$ cat src/rtl/maze_probe.sv
// rtl/maze_probe.sv - eight-point maze collision probe around a player box (option: MAZE_PROBE_TUNNEL_EN)
module maze_probe #(
    parameter int TILE_SHIFT   = 4,
    parameter int MAP_W        = 32,
    parameter int MAP_H        = 32,
    parameter int TUNNEL_Y_MIN = 195,
    parameter int TUNNEL_Y_MAX = 223
) (
    input  logic       Clk,
    input  logic       Reset,
    input  logic       start,
    input  logic [9:0] BallX,
    input  logic [9:0] BallY,
    input  logic [9:0] BallS,
    output logic [9:0] rom_addr,
    input  logic [4:0] rom_data,
    output logic [4:0] mapL,
    output logic [4:0] mapR,
    output logic [4:0] mapT,
    output logic [4:0] mapB,
    output logic       busy,
    output logic       done
);

    typedef enum logic [1:0] {S_IDLE, S_PROBE, S_LAST} state_t;

    localparam logic [10:0] X_LIM = 11'(MAP_W << TILE_SHIFT);
    localparam logic [10:0] Y_LIM = 11'(MAP_H << TILE_SHIFT);

    state_t      state_q, state_d;
    logic [2:0]  idx_q, idx_d;
    logic [9:0]  x_q, y_q, s_q;
    logic [4:0]  code_q [0:6];
    logic        prev_oor_q;
    logic        done_q;
    logic [4:0]  map_l_q, map_r_q, map_t_q, map_b_q;

    logic [10:0] xs, ys, ss;
    logic [10:0] xm1, xp1, xm, xp, ym1, yp1, ym, yp;
    logic [10:0] px, py, col, row;
    logic        oor;
    logic [4:0]  fill, code_eff;

    always_ff @(posedge Clk or posedge Reset) begin
        if (Reset) begin
            state_q <= S_IDLE;
            idx_q   <= 3'd0;
        end else begin
            state_q <= state_d;
            idx_q   <= idx_d;
        end
    end

    always_comb begin
        state_d = state_q;
        idx_d   = idx_q;
        case (state_q)
            S_IDLE: begin
                if (start) begin
                    state_d = S_PROBE;
                    idx_d   = 3'd0;
                end
            end
            S_PROBE: begin
                if (idx_q == 3'd7) state_d = S_LAST;
                else               idx_d   = idx_q + 3'd1;
            end
            default: state_d = S_IDLE;
        endcase
    end

    always_comb begin
        busy     = (state_q != S_IDLE);
        rom_addr = 10'd0;
        if (state_q == S_PROBE && !oor)
            rom_addr = 10'(row * 11'(MAP_W) + col);
    end

    // Probe points use 11-bit wrapping arithmetic; a set sign bit means off the map.
    assign xs  = {1'b0, x_q};
    assign ys  = {1'b0, y_q};
    assign ss  = {1'b0, s_q};
    assign xm  = xs - ss;
    assign xp  = xs + ss;
    assign ym  = ys - ss;
    assign yp  = ys + ss;
    assign xm1 = xm - 11'd1;
    assign xp1 = xp + 11'd1;
    assign ym1 = ym - 11'd1;
    assign yp1 = yp + 11'd1;

    always_comb begin
        px = xm1;
        py = ym;
        case (idx_q)
            3'd0: begin px = xm1; py = ym;  end
            3'd1: begin px = xm1; py = yp;  end
            3'd2: begin px = xp1; py = ym;  end
            3'd3: begin px = xp1; py = yp;  end
            3'd4: begin px = xm;  py = ym1; end
            3'd5: begin px = xp;  py = ym1; end
            3'd6: begin px = xm;  py = yp1; end
            3'd7: begin px = xp;  py = yp1; end
        endcase
    end

    assign oor = px[10] | py[10] | (px >= X_LIM) | (py >= Y_LIM);
    assign col = px >> TILE_SHIFT;
    assign row = py >> TILE_SHIFT;

`ifdef MAZE_PROBE_TUNNEL_EN
    localparam logic [9:0] TY_MIN = 10'(TUNNEL_Y_MIN);
    localparam logic [9:0] TY_MAX = 10'(TUNNEL_Y_MAX);
    logic prev_lr_q;
    logic in_tunnel;

    assign in_tunnel = (y_q >= TY_MIN) && (y_q <= TY_MAX);
    // Horizontal probes leaving the map inside the tunnel band wrap to open floor.
    assign fill      = (prev_lr_q && in_tunnel) ? 5'd0 : 5'h1F;

    always_ff @(posedge Clk or posedge Reset) begin
        if (Reset)                  prev_lr_q <= 1'b0;
        else if (state_q == S_PROBE) prev_lr_q <= ~idx_q[2];
        else                        prev_lr_q <= 1'b0;
    end
`else
    assign fill = 5'd0;
`endif

    assign code_eff = prev_oor_q ? fill : rom_data;

    always_ff @(posedge Clk or posedge Reset) begin
        if (Reset) begin
            x_q        <= 10'd0;
            y_q        <= 10'd0;
            s_q        <= 10'd0;
            prev_oor_q <= 1'b0;
            done_q     <= 1'b0;
            map_l_q    <= 5'd0;
            map_r_q    <= 5'd0;
            map_t_q    <= 5'd0;
            map_b_q    <= 5'd0;
            for (int i = 0; i < 7; i++) code_q[i] <= 5'd0;
        end else begin
            done_q <= (state_q == S_LAST);
            if (state_q == S_IDLE && start) begin
                x_q <= BallX;
                y_q <= BallY;
                s_q <= BallS;
            end
            if (state_q == S_PROBE) begin
                prev_oor_q <= oor;
                if (idx_q != 3'd0) code_q[idx_q - 3'd1] <= code_eff;
            end
            // Probe 7 arrives in LAST, so the bottom pair reads it straight from the ROM path.
            if (state_q == S_LAST) begin
                map_l_q <= (code_q[0] != 5'd0) ? code_q[0] : code_q[1];
                map_r_q <= (code_q[2] != 5'd0) ? code_q[2] : code_q[3];
                map_t_q <= (code_q[4] != 5'd0) ? code_q[4] : code_q[5];
                map_b_q <= (code_q[6] != 5'd0) ? code_q[6] : code_eff;
            end
        end
    end

    assign mapL = map_l_q;
    assign mapR = map_r_q;
    assign mapT = map_t_q;
    assign mapB = map_b_q;
    assign done = done_q;

endmodule

$ cat config.mk
export PLATFORM = sky130hd
export DESIGN_NAME = maze_probe
export DESIGN_NICKNAME = d
export VERILOG_FILES = /design/src/rtl/maze_probe.sv
export SDC_FILE = /design/constraint.sdc
export NUM_CORES = 1
export LEC_CHECK = 0
export BUFFER_PORTS_ARGS = -buffer_cell sky130_fd_sc_hd__buf_2
export CAP_MARGIN = 10
export CORE_AREA = 3 3 138 100
export DETAILED_ROUTE_END_ITERATION = 8
export DIE_AREA = 0 0 141 103
export PLACE_DENSITY = 0.84
export SETUP_SLACK_MARGIN = 0.4
export SKIP_LAST_GASP = 1
export SYNTH_ARGS = -nofsm -noshare
export SYNTH_HDL_FRONTEND = slang
export SYNTH_SLANG_ARGS = --single-unit
$ cat constraint.sdc
create_clock -name Clk -period 5.4 [get_ports Clk]
set_clock_uncertainty 0.05 [all_clocks]
set_input_delay 0 -clock Clk [delete_from_list [all_inputs] [get_ports Clk]]
set_output_delay 0 -clock Clk [all_outputs]
set_load 0.005 [all_outputs]
==> metrics.md, run 1 <==
| Metric | Value |
|---|---|
| Vias | `6467` |
| Clock Path Buffers | `2` |
| Fmax | `200.8 MHz` |
| Critical path class | `reg -> out` |
| Ports | `70` |
| Syn Nets | `827` |
| Hold Fails Final Rpt | `0` |
| Drt total wl | `20.73 mm` |
| Root buffer cell | `clkbuf_16` |
| Die height | `103 um` |
| Layout cells sized above 1 | `0.2545` |
| DRT iter0 DRCs | `648` |
| Compound-Gate Fraction of Synth Area | `0.1968` |
| CP max stage delay | `540 ps` |
| Mapped Area | `6862 sq um` |
| Max Cap Viol | `0` |
| First-pass GRT wire length | `31.68 mm` |
| Fillcell total | `944` |
| Antenna viol nets, final | `0` |
| Sequential share of the synthesized area | `0.3355` |
| Post-Synth XOR/XNOR Area | `0.04085` |
| Main combinational cell family by area after synthesis | `compound AO/OA/AOI/OAI gates` |
| Final Max Slew Viols | `0` |
| CTS buffer count | `9` |
| Hold/Removal Path Class | `in -> async` |
| End of the worst register-to-register path | `prev_oor_q` |
| Core Box Area | `12460 sq um` |
| Largest net degree at the start of global routing | `74` |
| Area share of fa/ha/maj cells after synthesis | `0.1076` |
| Initial antenna violation count | `0` |
| Syn_area_per_cell | `9.361 sq um` |
| H-tree Lvls | `3` |
| Ys async rst share | `1.000` |
| Initial DRT Pass Iterations | `6` |
| Critical path origin | `s_q[1]` |
| Post-synth EDFFs | `0` |
| Commonest non-fill, non-tap cell in the layout | `dfrtp_1` |
| Largest cells by area after synthesis | `dfrtp_1 (34%), mux2_2 (9.5%), ha_1 (9.3%)` |
| RR Startpoint | `s_q[1]` |
| Worst-path clk slew | `70 ps` |
| Die span in x | `141 um` |
| Reg2Reg Depth | `12` |
| Leading area contributor after synthesis | `dfrtp_1` |
| Clock sink total | `92` |
| Synth Flop Type | `dfrtp_1` |
| Starting Density | `0.5505` |
| FF-to-FF setup slack | `1340 ps` |
| Worst-Skew Late Latency | `350 ps` |
| Ant. Diodes | `0` |
| Synth top area share | `0.3355` |
| Status | `finished, final reports clean` |
| Port-buffer cells | `69` |
| Min Tclk post-route | `4980 ps` |
| Remaining global-route overflow | `0` |
| Final nets | `927` |
| Area grow syn2layout | `18.23%` |
| Cell Chain, Critical Path | `clkinvlp_4, ha_1, nor2b_1, o21a_1, or4_4, a211oi_4, and3_4, nand4_1, and3_4, or2_2, fa_2, or4_1, a211oi_2, buf_2` |
| CTS tree | `done` |
| GRT Util Overall | `0.2733` |
| Unique masters post-synth | `78` |
| Total Die Area | `14520 sq um` |
| Final setup viols | `0` |
| Multiplexer share of the synthesized area | `0.09810` |
| Crit. End Element | `output pin` |
| Yosys warns | `0` |
| CP Data Required Time | `5350 ps` |
| Data arrival, critical path | `4930 ps` |
| RePlAce Congestion | `0.9360` |
| Worst path most repeated cell | `and3_4` |
| Worst-path fanout max | `6` |
| Setup tns final | `0 ps` |
| Slowest cell on the critical path | `or4_1` |
| Max-Slew Margin vs Limit | `0.2819` |
| HPWL Detailed | `13.55 mm` |
| Setup repair after global routing missed its margin | `no` |
| DR WL/cell | `20.75 um` |
| Mapped Cells | `733` |
| Worst-margin pin slew | `1075 ps` |
| Post-Synth Simple-Gate Area | `0.1811` |
| Via-to-Cell Ratio | `6.473` |
| Remaining DRCs | `0` |
| Period utilization | `0.9222` |
| Number of global-route vias before repair | `6032` |
| Rows | `34` |
| Yosys reg bits | `92` |
| CP Launch Type | `flop` |
| Commonest non-fill, non-tap cells in the layout | `dfrtp_1 (90), buf_2 (69), nand2_1 (57), mux2_2 (57), ha_1 (49)` |
==> repair_timing <==
action | in CTS | in global routing
pin swaps | 2 | 9
setup endpoints to repair | 1 | 2
hold buffers | 31 | 0
buffers inserted | 1 | 11
hold endpoints to repair | 49 | 0
gates resized for setup | 4 | 21
==> kinds of logic after synthesis <==
| family | count (synthesis) |
|---|---|
| muxes | 60 |
| AOI/OAI and AO/OA | 195 |
| and+or+nand+nor | 233 |
| DFF | 92 |
| adders and majority gates | 56 |
| xor gates and xnor gates | 32 |
| buffers and inverters | 65 |
==> per-stage QoR <==
| stage | util | instance area [sq um] | std cells | setup slack, ps | hold slack [ps] |
|---|---|---|---|---|---|
| 3_3_place_gp | 0.5863 | 7308 | 941 | 784.5 | -64.37 |
| 5_1_grt | 0.6509 | 8113 | 999 | 328.0 | 147.2 |
| 2_1_floorplan | - | 6862 | 733 | 1201 | 66.84 |
| 6_report | 0.6509 | 8113 | 999 | 420.1 | 109.4 |
| 4_1_cts | 0.6375 | 7946 | 988 | 431.9 | 118.6 |
| 3_5_place_dp | 0.5863 | 7308 | 941 | 685.9 | -62.02 |
==> worst max path at each step <==
stage / to / slack [ps] / cells past startpoint
floorplan: rom_addr[9] / 1200 / 14
global placement: rom_addr[9] / 780 / 14
detailed placement: rom_addr[9] / 690 / 14
CTS: rom_addr[9] / 430 / 14
global route: rom_addr[9] / 330 / 14
finish: rom_addr[9] / 420 / 14
==> state kept, by name, summed over array words and instances, names as in the netlist <==
register / count
code_q: 35
done: 1
idx_q: 3
mapB: 5
mapL: 5
mapR: 5
mapT: 5
prev_oor_q: 1
s_q: 10
state_q: 2
x_q: 10
y_q: 10
==> layout make-up <==
cell class	instances	area, sq um	share of cell area
flip-flops and latches	92	2305	0.2841
multi-input cells	576	4389	0.5410
clock inverters	5	61.31	0.007557
well taps	162	202.7	0.02498
repair buffers	114	760.7	0.09377
clock buffers	10	239.0	0.02946
inverters	40	155.1	0.01912
==> cell usage after synthesis, drive strengths merged, types with 5 or more instances <==
master,n
nor3,22
o21bai,5
or2,10
nand2,57
buf,12
nor4,5
nand3,13
ha,51
a21o,7
nand4,7
xor2,8
or3,5
dfrtp,92
a221oi,8
o21ai,50
xnor2,24
and3,7
o21a,6
o221ai,6
o31ai,9
inv,39
a211oi,9
fa,5
or4,9
a21oi,48
nor2,45
clkbuf,13
nor2b,19
and2,6
nand2b,11
mux2,58
a211o,6
==> layer usage <==
layer / GRT usage / wire, um
met5: 0 / 0
met4: 0.1013 / 734
met3: 0.05007 / 1826
met2: 0.4213 / 9171
met1: 0.3879 / 9001
==> critical path: cells and delay by family (launching register included) <==
kind                     cells  cell delay (ps)
AND/OR/NAND/NOR              7             2180
AO/OA/AOI/OAI                3              840
adder cells (fa/ha/maj)      2              760
flip-flops                   1              440
buffers and inverters        2              360
Power of run 1 is left out: the tool's default activity adds up to more than one toggle a clock period on the data nets, which glitch-free logic cannot reach.
==> run 2: changes to the inputs <==
Settings changed: CORE_AREA 3 3 138 100 to 3 3 80 158, DIE_AREA 0 0 141 103 to 0 0 83 161, PLACE_DENSITY 0.84 to 0.89.
==> metrics.md, run 2 (synthesized netlist as in run 1, its figures left out) <==
| Metric | Value |
|---|---|
| Largest Register | `code_q` |
| Hold Fails Final Rpt | `0` |
| Setup repair after global routing missed its margin | `no` |
| CP max stage delay | `550 ps` |
| Clock sink total | `92` |
| CP Launch Type | `flop` |
| Initial antenna violation count | `0` |
| Root buffer cell | `clkbuf_16` |
| Worst-Skew Late Latency | `350 ps` |
| Vias | `6242` |
| Ant. Diodes | `0` |
| Final nets | `923` |
| Worst-path fanout max | `3` |
| Reg2Reg Depth | `13` |
| Fmax | `203.9 MHz` |
| Status | `finished, final reports clean` |
| Fillcell total | `890` |
| Core Box Area | `11630 sq um` |
| Die span in x | `83 um` |
| Hold slack final | `54.86 ps` |
| H-tree Lvls | `3` |
| CTS tree | `done` |
| Cell Chain, Critical Path | `ha_2, fa_2, nor2b_4, o211ai_1, a21boi_2, or4_4, a2111oi_4, mux2i_1, o32a_1, ha_2, inv_2, fa_2, or4_4, a211oi_2, buf_2` |
| Max-Slew Margin vs Limit | `0.2434` |
| Setup tns final | `0 ps` |
| Largest register FFs | `35` |
| Hold/Removal Path Class | `in -> async` |
| GRT Util Overall | `0.3064` |
| Starting Density | `0.5899` |
| Area grow syn2layout | `17.30%` |
| Worst-margin pin slew | `1124 ps` |
| Pre-CTS WS | `631.6 ps` |
| CTS buffer count | `9` |
| Remaining DRCs | `0` |
| Ports | `70` |
| Buffer and inverter count on the worst path | `2` |
| Final Max Slew Viols | `0` |
| Layout cells sized above 1 | `0.2509` |
| RePlAce Congestion | `0.9788` |
| Total Die Area | `13360 sq um` |
| Critical path class | `reg -> out` |
| Number of global-route vias before repair | `6481` |
| Rows | `56` |
| DR WL/cell | `21.25 um` |
| First-pass GRT wire length | `32.36 mm` |
| Worst-path clk slew | `70 ps` |
| Setup ws final | `495.7 ps` |
| DRT iter0 DRCs | `427` |
| Drt total wl | `20.78 mm` |
| Commonest non-fill, non-tap cell in the layout | `dfrtp_1` |
| CP top delay family | `compound AO/OA/AOI/OAI gates` |
| Clock Path Buffers | `2` |
| Period utilization | `0.9082` |
| HPWL Detailed | `14.75 mm` |
| Commonest non-fill, non-tap cells in the layout | `dfrtp_1 (91), buf_2 (69), mux2_2 (58)` |
| Largest net degree at the start of global routing | `79` |
| Crit. End Element | `output pin` |
| Final setup viols | `0` |
| Initial DRT Pass Iterations | `6` |
| Max Cap Viol | `0` |
| Antenna viol nets, final | `0` |
| Port-buffer cells | `69` |
| Remaining global-route overflow | `0` |
| Levels on crit path | `15` |
| Slowest cell on the critical path | `or4_4` |
| Data arrival, critical path | `4850 ps` |
| Die height | `161 um` |
| CP Data Required Time | `5350 ps` |
| Via-to-Cell Ratio | `6.382` |
| Min Tclk post-route | `4904 ps` |
[run 2: changes by cell type in the layout (fill, tap and decap cells not counted), moves of 2 or more]
cell | previous run | this run
buf_4 | 14 | 10
clkinv_4 | 2 | 0
ha_1 | 49 | 47
ha_2 | 2 | 4
[run 2: final timing paths]
path / from / to / slack (ps)
worst max-delay path: s_q[0] / rom_addr[9] / 500
max in group asynchronous: Reset / s_q[1] / 3950
worst min-delay path: Reset / mapB[0] / 50
worst min register to register: mapL[3] / mapL[3] / 420
min in group Clk: start / s_q[3] / 190
worst max register to register: s_q[0] / prev_oor_q / 1360
[run 2: stage by stage]
step / instances / instance area, sq um / utilization
after CTS: 974 / 7948 / 0.6833
after floorplan: 733 / 6862 / -
after global placement: 925 / 7295 / 0.6272
after global routing: 978 / 8049 / 0.6920
after detailed placement: 925 / 7295 / 0.6272
final: 978 / 8049 / 0.6920
[run 2: area by class of cell]
class | count | area, sq um | share of cell area
clock buffer | 9 | 225.2 | 0.02798
tap | 145 | 181.4 | 0.02254
inverter | 40 | 151.4 | 0.01881
clock inverter | 6 | 71.32 | 0.008861
multi-input combinational | 576 | 4385 | 0.5448
timing repair buffer | 110 | 730.7 | 0.09078
sequential | 92 | 2303 | 0.2862
[run 2: metal layers]
layer / global-route usage / wire length (um) / vias to the layer above
met2: 0.5779 / 11410 / 265
met3: 0.04696 / 906 / 104
li1: - / - / 2868
met1: 0.2985 / 7047 / 3005
met5: 0 / 0 / -
met4: 0.2098 / 1416 / 0
[run 2: repair_timing]
item                                    CTS  global route
endpoints found under the setup margin    1             2
endpoints found under the hold margin    44             0
pin swaps                                 5             8
setup buffers                             3             4
hold buffers                             31             0
resized for setup                         6            18
[run 2: worst min-delay path: stages]
cell and delay [ps]:
dlygate4sd3_1 520, buf_2 120, clkinv_2 190
Power of run 2 is left out for the same reason.
